$ cat src/rtl/hazard_ctrl.sv
// hazard_ctrl: pipeline hazard and trap sequencing controller.
//
// Resolves stalls, flushes and fetch redirects for a simple in-order pipeline
// from the decode/execute/memory status. Traps drain older instructions for
// DRAIN_CYCLES cycles (legal range 1..15) before jumping to trap_vector.
//
// Ports
//   clk, reset                  clock and synchronous active-high reset
//   id_rs1, id_rs2              decode source registers
//   ex_rd, ex_mem_read          execute destination / load flag
//   ex_redirect(_target)        taken branch/jump resolved in execute
//   ex_trap, ex_trap_cause      trap raised by the execute instruction
//   ex_pc, trap_vector          faulting PC and trap handler base
//   mem_busy                    memory stage not ready
//   stall_*/flush_*             per-stage hold / NOP-insert controls
//   pc_load, pc_target          fetch redirect (pc_target is 0 when idle)
//   trap_taken                  one-cycle pulse on the trap redirect
//   trap_cause_out, trap_epc    captured trap information
//   stall_cycles                saturating count of stall_if cycles
//   state                       FSM state for debug
//
// state      | meaning
// -----------+-----------------------------------------------------------
// RUN        | normal flow; trap > mem_busy > redirect > load-use
// MEM_WAIT   | memory busy, whole front end frozen until mem_busy drops
// TRAP_DRAIN | older instructions drain, younger ones flushed
// TRAP_JUMP  | single-cycle redirect to trap_vector

module hazard_ctrl #(
    parameter int XLEN         = 64,
    parameter int DRAIN_CYCLES = 2,
    parameter int CNT_W        = 32
) (
    input  logic             clk,
    input  logic             reset,
    input  logic [4:0]       id_rs1,
    input  logic [4:0]       id_rs2,
    input  logic [4:0]       ex_rd,
    input  logic             ex_mem_read,
    input  logic             ex_redirect,
    input  logic [XLEN-1:0]  ex_redirect_target,
    input  logic             ex_trap,
    input  logic [3:0]       ex_trap_cause,
    input  logic [XLEN-1:0]  ex_pc,
    input  logic [XLEN-1:0]  trap_vector,
    input  logic             mem_busy,
    output logic             stall_if,
    output logic             stall_id,
    output logic             stall_ex,
    output logic             flush_if,
    output logic             flush_id,
    output logic             flush_ex,
    output logic             pc_load,
    output logic [XLEN-1:0]  pc_target,
    output logic             trap_taken,
    output logic [3:0]       trap_cause_out,
    output logic [XLEN-1:0]  trap_epc,
    output logic [CNT_W-1:0] stall_cycles,
    output logic [1:0]       state
);

    typedef enum logic [1:0] {
        S_RUN        = 2'd0,
        S_MEM_WAIT   = 2'd1,
        S_TRAP_DRAIN = 2'd2,
        S_TRAP_JUMP  = 2'd3
    } state_t;

    localparam logic [3:0]       DRAIN_INIT = 4'(DRAIN_CYCLES - 1);
    localparam logic [CNT_W-1:0] CNT_ONE    = {{(CNT_W-1){1'b0}}, 1'b1};

    state_t            state_q, state_d;
    logic [3:0]        drain_cnt_q, drain_cnt_d;
    logic [XLEN-1:0]   trap_epc_q, trap_epc_d;
    logic [3:0]        trap_cause_q, trap_cause_d;
    logic [CNT_W-1:0]  stall_cnt_q, stall_cnt_d;
    logic              load_use;

    assign load_use = ex_mem_read && (ex_rd != 5'd0) &&
                      ((ex_rd == id_rs1) || (ex_rd == id_rs2));

    always_comb begin
        state_d      = state_q;
        drain_cnt_d  = drain_cnt_q;
        trap_epc_d   = trap_epc_q;
        trap_cause_d = trap_cause_q;
        stall_if     = 1'b0;
        stall_id     = 1'b0;
        stall_ex     = 1'b0;
        flush_if     = 1'b0;
        flush_id     = 1'b0;
        flush_ex     = 1'b0;
        pc_load      = 1'b0;
        pc_target    = '0;
        trap_taken   = 1'b0;

        // All combinational outputs stay quiet while reset is held; the
        // register side is cleared by the always_ff below.
        if (!reset) begin
            unique case (state_q)
                S_RUN: begin
                    if (ex_trap) begin
                        stall_if     = 1'b1;
                        flush_id     = 1'b1;
                        flush_ex     = 1'b1;
                        trap_epc_d   = ex_pc;
                        trap_cause_d = ex_trap_cause;
                        drain_cnt_d  = DRAIN_INIT;
                        state_d      = S_TRAP_DRAIN;
                    end else if (mem_busy) begin
                        stall_if = 1'b1;
                        stall_id = 1'b1;
                        stall_ex = 1'b1;
                        state_d  = S_MEM_WAIT;
                    end else if (ex_redirect) begin
                        pc_load   = 1'b1;
                        pc_target = ex_redirect_target;
                        flush_if  = 1'b1;
                        flush_id  = 1'b1;
                    end else if (load_use) begin
                        stall_if = 1'b1;
                        flush_id = 1'b1;
                    end
                end
                S_MEM_WAIT: begin
                    // Trap/redirect are ignored here: the frozen execute
                    // instruction presents them again once back in RUN.
                    stall_if = mem_busy;
                    stall_id = mem_busy;
                    stall_ex = mem_busy;
                    if (!mem_busy) begin
                        state_d = S_RUN;
                    end
                end
                S_TRAP_DRAIN: begin
                    stall_if = 1'b1;
                    flush_id = 1'b1;
                    flush_ex = 1'b1;
                    if (!mem_busy) begin
                        if (drain_cnt_q == 4'd0) begin
                            state_d = S_TRAP_JUMP;
                        end else begin
                            drain_cnt_d = drain_cnt_q - 4'd1;
                        end
                    end
                end
                S_TRAP_JUMP: begin
                    pc_load    = 1'b1;
                    pc_target  = trap_vector;
                    trap_taken = 1'b1;
                    flush_if   = 1'b1;
                    flush_id   = 1'b1;
                    flush_ex   = 1'b1;
                    state_d    = S_RUN;
                end
                default: state_d = S_RUN;
            endcase
        end
    end

    // Saturating performance counter: holds at all-ones instead of wrapping.
    always_comb begin
        stall_cnt_d = stall_cnt_q;
        if (stall_if && (stall_cnt_q != '1)) begin
            stall_cnt_d = stall_cnt_q + CNT_ONE;
        end
    end

    always_ff @(posedge clk) begin
        if (reset) begin
            state_q      <= S_RUN;
            drain_cnt_q  <= 4'd0;
            trap_epc_q   <= '0;
            trap_cause_q <= 4'd0;
            stall_cnt_q  <= '0;
        end else begin
            state_q      <= state_d;
            drain_cnt_q  <= drain_cnt_d;
            trap_epc_q   <= trap_epc_d;
            trap_cause_q <= trap_cause_d;
            stall_cnt_q  <= stall_cnt_d;
        end
    end

    assign trap_cause_out = trap_cause_q;
    assign trap_epc       = trap_epc_q;
    assign stall_cycles   = stall_cnt_q;
    assign state          = state_q;

endmodule

$ cat config.mk
export PLATFORM = sky130hd
export DESIGN_NAME = hazard_ctrl
export DESIGN_NICKNAME = d
export VERILOG_FILES = /design/src/rtl/hazard_ctrl.sv
export SDC_FILE = /design/constraint.sdc
export NUM_CORES = 1
export LEC_CHECK = 0
export ABC_AREA = 1
export BUFFER_PORTS_ARGS = -buffer_cell sky130_fd_sc_hd__buf_2
export CAP_MARGIN = 15
export CORE_UTILIZATION = 25
export DETAILED_ROUTE_END_ITERATION = 7
export GPL_ROUTABILITY_DRIVEN = 0
export PLACE_DENSITY = 0.64
export REMOVE_ABC_BUFFERS = 1
export SLEW_MARGIN = 5
export SYNTH_ARGS = -nofsm -noshare
export SYNTH_HDL_FRONTEND = slang
export SYNTH_SLANG_ARGS = --single-unit
export TNS_END_PERCENT = 100
$ cat constraint.sdc
create_clock -name clk -period 5 [get_ports clk]
set_input_delay 0.75 -clock clk [delete_from_list [all_inputs] [get_ports clk]]
set_output_delay 0.75 -clock clk [all_outputs]
set_load 0.01 [all_outputs]
==> impl_metrics.prom, run 1 <==
# TYPE chip_impl_metric gauge
chip_impl_info{name="outcome",value="complete, no violations"} 1
chip_impl_metric{name="finalNetCount",unit=""} 1532
chip_impl_metric{name="insertion_delay",unit="ns"} 0.37
chip_impl_metric{name="pin_count_of_the_biggest_net_entering_global_routing",unit=""} 71
chip_impl_metric{name="drt-wirelength-per-cell",unit="µm"} 15.1
chip_impl_metric{name="ff_latch_count_synth",unit=""} 106
chip_impl_metric{name="worst-endpoint-required",unit="ns"} 4.25
chip_impl_metric{name="wl_final",unit="mm"} 24.7
chip_impl_metric{name="post_route_cells_drive_above_1_share",unit="%"} 34.3
chip_impl_metric{name="synthesis.instances",unit=""} 964
chip_impl_metric{name="path_buf_inv",unit=""} 5
chip_impl_info{name="holdCritPathClass",value="reg -> reg"} 1
chip_impl_metric{name="grt_use_total",unit="%"} 19.1
chip_impl_metric{name="die_w",unit="µm"} 159
chip_impl_metric{name="grt.overflow.total",unit=""} 0
chip_impl_metric{name="crit_path_dat",unit="ns"} 2.95
chip_impl_metric{name="total_die_area",unit="µm²"} 25400
chip_impl_metric{name="cts_max_path_buffers",unit=""} 2
chip_impl_metric{name="total_negative_setup_slacks",unit="ns"} 0
chip_impl_metric{name="postCtsResizedCells",unit=""} 0
chip_impl_metric{name="initial_utilization",unit="%"} 25.5
chip_impl_metric{name="cts_setup_buffers",unit=""} 0
chip_impl_metric{name="flow.area_growth_from_synthesis",unit="%"} 39.2
chip_impl_metric{name="post_synth_num_cell_types",unit=""} 33
chip_impl_info{name="clk_root_buffer_cell",value="clkbuf_16"} 1
chip_impl_metric{name="num_rows",unit=""} 57
chip_impl_info{name="worstSetupPathType",value="reg -> out"} 1
chip_impl_metric{name="cts_max_level",unit=""} 3
chip_impl_metric{name="power_leakage",unit="nW"} 4.10
chip_impl_metric{name="io_pins",unit=""} 391
chip_impl_metric{name="timing.fmax",unit="MHz"} 270
chip_impl_metric{name="slew_viol_final",unit=""} 0
chip_impl_info{name="slowest_stage_cell_cp",value="nor2_4"} 1
chip_impl_metric{name="finClkSkew",unit="ns"} 0.0115
chip_impl_metric{name="whs",unit="ns"} 0.479
chip_impl_metric{name="max-slew-margin-rel",unit="%"} 48.6
chip_impl_metric{name="coreArea",unit="µm²"} 24300
chip_impl_metric{name="cts.clk_slew.worst_paths",unit="ns"} 0.08
chip_impl_metric{name="dpl.hpwl",unit="mm"} 18.6
chip_impl_info{name="critical_path.top_delay_family",value="buffers and inverters"} 1
chip_impl_metric{name="port_buffers",unit=""} 390
chip_impl_metric{name="die_height",unit="µm"} 159
chip_impl_metric{name="maxCapViolCount",unit=""} 0
chip_impl_metric{name="total_placed_cells_including_tap_cells",unit=""} 1620
chip_impl_info{name="rsz_0062_raised_after_global_routing",value="false"} 1
chip_impl_metric{name="detailedRoute.firstPassIterationCount",unit=""} 6
chip_impl_metric{name="yosys_warnings",unit=""} 0
chip_impl_info{name="cell_breakdown_of_the_critical_path",value="inv_1 -> ha_1 -> inv_1 -> nor2_1 -> inv_1 -> nor2_4 -> buf_4 -> nand3_1 -> a21oi_1 -> buf_2"} 1
chip_impl_metric{name="power.density",unit="nW/µm²"} 359
chip_impl_metric{name="setup_viol_count_final",unit=""} 0
chip_impl_metric{name="antenna_found_initial",unit=""} 8
chip_impl_metric{name="hold_buffers",unit=""} 0
chip_impl_metric{name="route.antenna.remaining_nets",unit=""} 0
chip_impl_metric{name="synth.cell_area",unit="µm²"} 6190
chip_impl_metric{name="post_drt_via_cell_ratio",unit=""} 4.69
chip_impl_metric{name="fin_crit",unit="ns"} 3.70
chip_impl_metric{name="sequential_to_total_area_share_from_yosys_stat",unit="%"} 34.3
chip_impl_metric{name="tightestPinTransition",unit="ns"} 0.769
chip_impl_metric{name="post_layout_nonfiller_instances",unit=""} 1637
chip_impl_info{name="cp-start-kind",value="flip-flop"} 1
chip_impl_metric{name="final_hold_violations",unit=""} 0
chip_impl_metric{name="vdd_ir_drop_max",unit="mV"} 0.164
chip_impl_metric{name="count_of_unresolved_drc_violations_after_routing",unit=""} 0
chip_impl_metric{name="cts_inserted_buffers",unit=""} 9
chip_impl_metric{name="first_iter_violations",unit=""} 601
chip_impl_metric{name="syn_area_per_cell",unit="µm²"} 6.42
chip_impl_metric{name="vias",unit=""} 7683
chip_impl_metric{name="cp_max_fo",unit=""} 38
chip_impl_metric{name="grt_pass1_wl",unit="mm"} 38.8
chip_impl_info{name="cpMostUsedCell",value="inv_1"} 1
chip_impl_metric{name="finalCritPeriodShare",unit="%"} 74.0
chip_impl_metric{name="first_global_vias",unit=""} 7257
chip_impl_info{name="timing.critical_path.to_type",value="output port"} 1
chip_impl_info{name="clock_tree_from_tritoncts",value="done"} 1
chip_impl_metric{name="utilization",unit="%"} 35.4
chip_impl_metric{name="critical_path.max_stage_delay",unit="ns"} 0.60
chip_impl_metric{name="cts_sinks",unit=""} 106
-- sequential cells by signal, summed over array words and instances, names as in the netlist --
signal	flops
state	2
stall_cycles	32
drain_cnt_q	4
trap_epc	64
trap_cause_out	4
-- worst min-delay path, stage by stage, from the launching register on --
cell	delay, ns
dfxtp_1	0.33
nor2_1	0.04
nor2_1	0.08
-- final timing paths --
kind | from | to | slack (ns) | cells after the start
worst max register to register | stall_cycles[1]$_SDFFE_PP0P_ | stall_cycles[5]$_SDFFE_PP0P_ | 2.28 | 13
worst min register to register | trap_epc[45]$_SDFFE_PP0P_ | trap_epc[45]$_SDFFE_PP0P_ | 0.48 | 2
worst max-delay path | state[0]$_SDFFE_PP0P_ | pc_target[42] | 1.30 | 10
worst min-delay path | trap_epc[45]$_SDFFE_PP0P_ | trap_epc[45]$_SDFFE_PP0P_ | 0.48 | 2
-- cells in the final DEF (no fill, tap or decap) --
cell type and n:
a211oi_1 1, a21oi_1 86, a21oi_2 10, a31oi_1 2, buf_2 390, buf_4 10, clkbuf_16 9, clkinv_8 1
clkinvlp_4 1, dfxtp_1 106, diode_2 1, ha_1 7, ha_2 1, inv_1 49, inv_2 3, inv_6 1
inv_8 4, nand2_1 175, nand2_2 13, nand3_1 80, nand3_4 1, nand3b_1 2, nand4_1 42, nor2_1 189
nor2_2 3, nor2_4 2, nor3_1 14, nor3b_1 1, nor4_1 2, o21ai_0 76, o41ai_1 1, or2_2 1
xnor2_1 10, xor2_1 19
-- logic make-up after synthesis --
family                     share of synthesized area, %
AOI/OAI and AO/OA                                  15.0
DFF                                                34.3
buffers and inverters                              8.42
xor gates and xnor gates                           4.10
and+or+nand+nor                                    36.6
adders and majority gates                          1.62
-- through the flow --
stage / setup slack (ns) / power [mW] / cell area, µm²
5_1_grt: 0.967 / 3.34 / 8620
3_3_place_gp: 1.73 / 2.37 / 8310
2_1_floorplan: 0.859 / 1.83 / 5870
4_1_cts: 1.30 / 3.14 / 8620
3_5_place_dp: 1.69 / 2.39 / 8310
6_report: 1.30 / 3.10 / 8620
-- Yosys cell counts --
cell / count / area [µm²]
a211oi_1: 1 / 7.51
a21oi_1: 86 / 430
a21oi_2: 10 / 87.6
a31oi_1: 2 / 12.5
buf_1: 7 / 26.3
buf_12: 1 / 20.0
buf_2: 2 / 10.0
buf_4: 2 / 15.0
buf_6: 3 / 33.8
buf_8: 2 / 30.0
clkbuf_1: 51 / 191
clkinv_1: 1 / 3.75
dfxtp_1: 106 / 2120
ha_1: 8 / 100
inv_1: 50 / 188
inv_2: 1 / 3.75
nand2_1: 176 / 661
nand2_2: 12 / 75.1
nand3_1: 80 / 400
nand3_4: 1 / 17.5
nand3b_1: 2 / 15.0
nand4_1: 42 / 263
nor2_1: 191 / 717
nor2_2: 2 / 12.5
nor2_4: 1 / 11.3
nor3_1: 14 / 70.1
nor3b_1: 1 / 7.51
nor4_1: 2 / 12.5
o21ai_0: 76 / 380
o41ai_1: 1 / 8.76
or2_2: 1 / 6.26
xnor2_1: 10 / 87.6
xor2_1: 19 / 166
-- routing by layer --
| metal | vias up | share of wire, % | track usage, % |
|---|---|---|---|
| met3 | 42 | 9.1 | 6.10 |
| met5 | - | 0.33 | 0 |
| met4 | 14 | 1.6 | 5.16 |
| li1 | 3854 | - | - |
| met1 | 3445 | 44 | 24.9 |
| met2 | 328 | 45 | 30.1 |
-- area by class of cell --
cell class / instances / area [µm²]
diodes: 1 / 2.50
fillers: 2647 / 15700
repair buffers: 400 / 2030
multi-input cells: 738 / 3560
well taps: 324 / 405
clock buffers: 9 / 225
flip-flops and latches: 106 / 2120
inverters: 52 / 195
clock inverters: 7 / 77.6
-- where the power goes --
group / switching (mW) / total [mW] / internal [mW]
Sequential: 0.0952 / 1.12 / 1.02
Clock: 0.379 / 0.738 / 0.359
Combinational: 0.819 / 1.24 / 0.420
No activity file was read; power rests on OpenSTA's default activity.
==> run 2: changes to the inputs <==
--- a/config.mk
+++ b/config.mk
@@ -11,7 +11,7 @@
 export CORE_UTILIZATION = 25
 export DETAILED_ROUTE_END_ITERATION = 7
 export GPL_ROUTABILITY_DRIVEN = 0
-export PLACE_DENSITY = 0.64
+export PLACE_DENSITY = 0.66
 export REMOVE_ABC_BUFFERS = 1
 export SLEW_MARGIN = 5
 export SYNTH_ARGS = -nofsm -noshare
==> constraint.sdc (replaced) <==
create_clock -name clk -period 3.24 [get_ports clk]
set_input_delay 0.486 -clock clk [delete_from_list [all_inputs] [get_ports clk]]
set_output_delay 0.486 -clock clk [all_outputs]
set_load 0.01 [all_outputs]
==> run 2 against run 1 <==
Compared with the run above:
- total power is 55% higher
- register-to-register slack worse by 1.3 ns
- sequential share of layout area is 0.28 points lower
- critical path depth is 1 lower
- hold slack worse by 0.11 ns
- clock power is 48% higher
- global-route usage is 0.38 points higher
- worst setup slack worse by 1.0 ns
- critical endpoint is now pc_target[20]
- largest power group unchanged
- highest routed layer unchanged
==> impl_metrics.prom, run 2 (synthesis results as in run 1) <==
# TYPE chip_impl_metric gauge
chip_impl_metric{name="cp_max_fo",unit=""} 15
chip_impl_metric{name="wl_final",unit="mm"} 25.3
chip_impl_metric{name="slew_viol_final",unit=""} 0
chip_impl_info{name="timing.critical_path.to_type",value="output port"} 1
chip_impl_info{name="slowest_stage_cell_cp",value="nor2_2"} 1
chip_impl_metric{name="route.antenna.remaining_nets",unit=""} 0
chip_impl_metric{name="cts_inserted_buffers",unit=""} 9
chip_impl_metric{name="tightestPinTransition",unit="ns"} 0.778
chip_impl_metric{name="vias",unit=""} 7725
chip_impl_metric{name="flow.area_growth_from_synthesis",unit="%"} 40.8
chip_impl_metric{name="dpl.hpwl",unit="mm"} 19.1
chip_impl_metric{name="num_antenna_cells",unit=""} 0
chip_impl_metric{name="post_route_cells_drive_above_1_share",unit="%"} 34.8
chip_impl_metric{name="coreArea",unit="µm²"} 24300
chip_impl_metric{name="grt_use_total",unit="%"} 19.5
chip_impl_metric{name="first_global_vias",unit=""} 7127
chip_impl_metric{name="total_power",unit="mW"} 4.80
chip_impl_info{name="clk_root_buffer_cell",value="clkbuf_16"} 1
chip_impl_metric{name="total_die_area",unit="µm²"} 25400
chip_impl_metric{name="maxCapViolCount",unit=""} 0
chip_impl_info{name="holdCritPathClass",value="in -> reg"} 1
chip_impl_metric{name="drt-wirelength-per-cell",unit="µm"} 15.3
chip_impl_metric{name="insertion_delay",unit="ns"} 0.35
chip_impl_metric{name="finClkSkew",unit="ns"} 0.00807
chip_impl_info{name="most_common_cell_after_layout_fill_and_taps_aside",value="buf_2"} 1
chip_impl_metric{name="initial_utilization",unit="%"} 25.5
chip_impl_info{name="rsz_0062_raised_after_global_routing",value="false"} 1
chip_impl_metric{name="max-slew-margin-rel",unit="%"} 48.1
chip_impl_info{name="worstSetupPathType",value="reg -> out"} 1
chip_impl_metric{name="worst-endpoint-required",unit="ns"} 2.75
chip_impl_metric{name="crit_path_dat",unit="ns"} 2.49
chip_impl_metric{name="largest_register_ffs",unit=""} 64
chip_impl_metric{name="port_buffers",unit=""} 390
chip_impl_metric{name="vdd_ir_drop_max",unit="mV"} 0.239
chip_impl_info{name="cp-start-kind",value="flip-flop"} 1
chip_impl_metric{name="placed_area",unit="µm²"} 8380
chip_impl_info{name="outcome",value="complete, no violations"} 1
chip_impl_metric{name="io_pins",unit=""} 391
chip_impl_metric{name="critical_path.max_stage_delay",unit="ns"} 0.54
chip_impl_metric{name="finalCritPeriodShare",unit="%"} 91.9
chip_impl_metric{name="final_hold_violations",unit=""} 0
chip_impl_metric{name="setup_viol_count_final",unit=""} 0
chip_impl_metric{name="die_w",unit="µm"} 159
chip_impl_metric{name="timing.fmax",unit="MHz"} 336
chip_impl_metric{name="power_leakage",unit="nW"} 4.16
chip_impl_info{name="clock_tree_from_tritoncts",value="done"} 1
chip_impl_metric{name="cts.clk_slew.worst_paths",unit="ns"} 0.08
chip_impl_metric{name="utilization",unit="%"} 35.8
chip_impl_info{name="cpMostUsedCell",value="inv_1"} 1
chip_impl_metric{name="count_of_unresolved_drc_violations_after_routing",unit=""} 0
chip_impl_metric{name="power.density",unit="nW/µm²"} 551
chip_impl_metric{name="detailedRoute.firstPassIterationCount",unit=""} 7
chip_impl_metric{name="die_height",unit="µm"} 159
chip_impl_metric{name="cts_max_level",unit=""} 3
chip_impl_metric{name="cts_max_path_buffers",unit=""} 2
chip_impl_metric{name="grt_pass1_wl",unit="mm"} 39.5
chip_impl_info{name="cell_breakdown_of_the_critical_path",value="inv_1 -> ha_1 -> inv_1 -> nor2_1 -> inv_1 -> nor2_2 -> nand3_1 -> a21oi_1 -> buf_2"} 1
chip_impl_metric{name="antenna_found_initial",unit=""} 5
chip_impl_metric{name="num_rows",unit=""} 57
chip_impl_metric{name="post-route-cell-area",unit="µm²"} 8720
chip_impl_metric{name="hold_buffers",unit=""} 0
chip_impl_metric{name="pin_count_of_the_biggest_net_entering_global_routing",unit=""} 69
chip_impl_metric{name="grt.overflow.total",unit=""} 0
chip_impl_metric{name="postCtsResizedCells",unit=""} 0
chip_impl_metric{name="post_drt_via_cell_ratio",unit=""} 4.69
chip_impl_metric{name="first_iter_violations",unit=""} 638
chip_impl_metric{name="cts_sinks",unit=""} 106
chip_impl_info{name="layout_common_cells",value="buf_2, nor2_1, nand2_1, dfxtp_1, a21oi_1"} 1
chip_impl_metric{name="finalNetCount",unit=""} 1543
chip_impl_metric{name="fin_crit",unit="ns"} 2.98
chip_impl_metric{name="filler_cells",unit=""} 2663
## run 2: cell types whose count changed in the layout (fill, tap and decap cells not counted), sizes merged
cell / delta
nor2: +1
buf: +10
inv: -1
diode: -1
clkinvlp: +1
## run 2: where the power goes
| group | total [mW] | switching [mW] | internal (mW) |
|---|---|---|---|
| Clock | 1.09 | 0.553 | 0.538 |
| Combinational | 1.99 | 1.30 | 0.691 |
| Sequential | 1.73 | 0.146 | 1.58 |
## run 2: per-layer routing
layer | vias to the layer above | global-route usage (%) | part of all wire, %
met5 | - | 0 | 0.26
met4 | 10 | 4.41 | 1.3
met3 | 32 | 5.29 | 7.3
met2 | 284 | 31.4 | 46
met1 | 3521 | 25.8 | 45
li1 | 3878 | - | -
## run 2: through the flow
stage / hold slack [ns] / setup WS (ns) / setup TNS (ns) / instances
CTS: 0.357 / 0.0963 / 0 / 1643
floorplan: 0.475 / -0.783 / -52.62 / 896
global route: 0.370 / 0.00873 / 0 / 1647
detailed placement: 0.466 / 0.339 / 0 / 1626
global placement: 0.457 / 0.419 / 0 / 1626
finish: 0.373 / 0.263 / 0 / 1647
## run 2: critical path, delay by kind of cell (launching register included)
family	cells	cell delay, ns
fa+ha+maj	1	0.26
compound gates	1	0.18
flops	1	0.37
buf+inv	4	0.52
simple gates	3	0.82
## run 2: what timing repair did
action	in CTS	in global routing
buffers inserted	0	3
pin swaps	1	1
cloned	1	0
endpoints found under the setup margin	7	7
## run 2: path summary, 6_finish.rpt
| check | from | endpoint | slack (ns) | cells past startpoint |
|---|---|---|---|---|
| max | state[1]$_SDFFE_PP0P_ | pc_target[20] | 0.26 | 9 |
| min | ex_pc[36] | trap_epc[36]$_SDFFE_PP0P_ | 0.37 | 3 |
| max reg2reg | stall_cycles[1]$_SDFFE_PP0P_ | stall_cycles[18]$_SDFFE_PP0P_ | 0.95 | 13 |
| min reg2reg | trap_epc[39]$_SDFFE_PP0P_ | trap_epc[39]$_SDFFE_PP0P_ | 0.48 | 2 |
## run 2: final cells by class
cell class	count	area (µm²)	share of cell area (%)
multi-input combinational	739	3570	41.0
clock buffer	9	225	2.58
clock inverter	7	60.1	0.689
timing repair buffer	410	2140	24.5
sequential	106	2120	24.3
tap	324	405	4.65
inverter	52	195	2.24
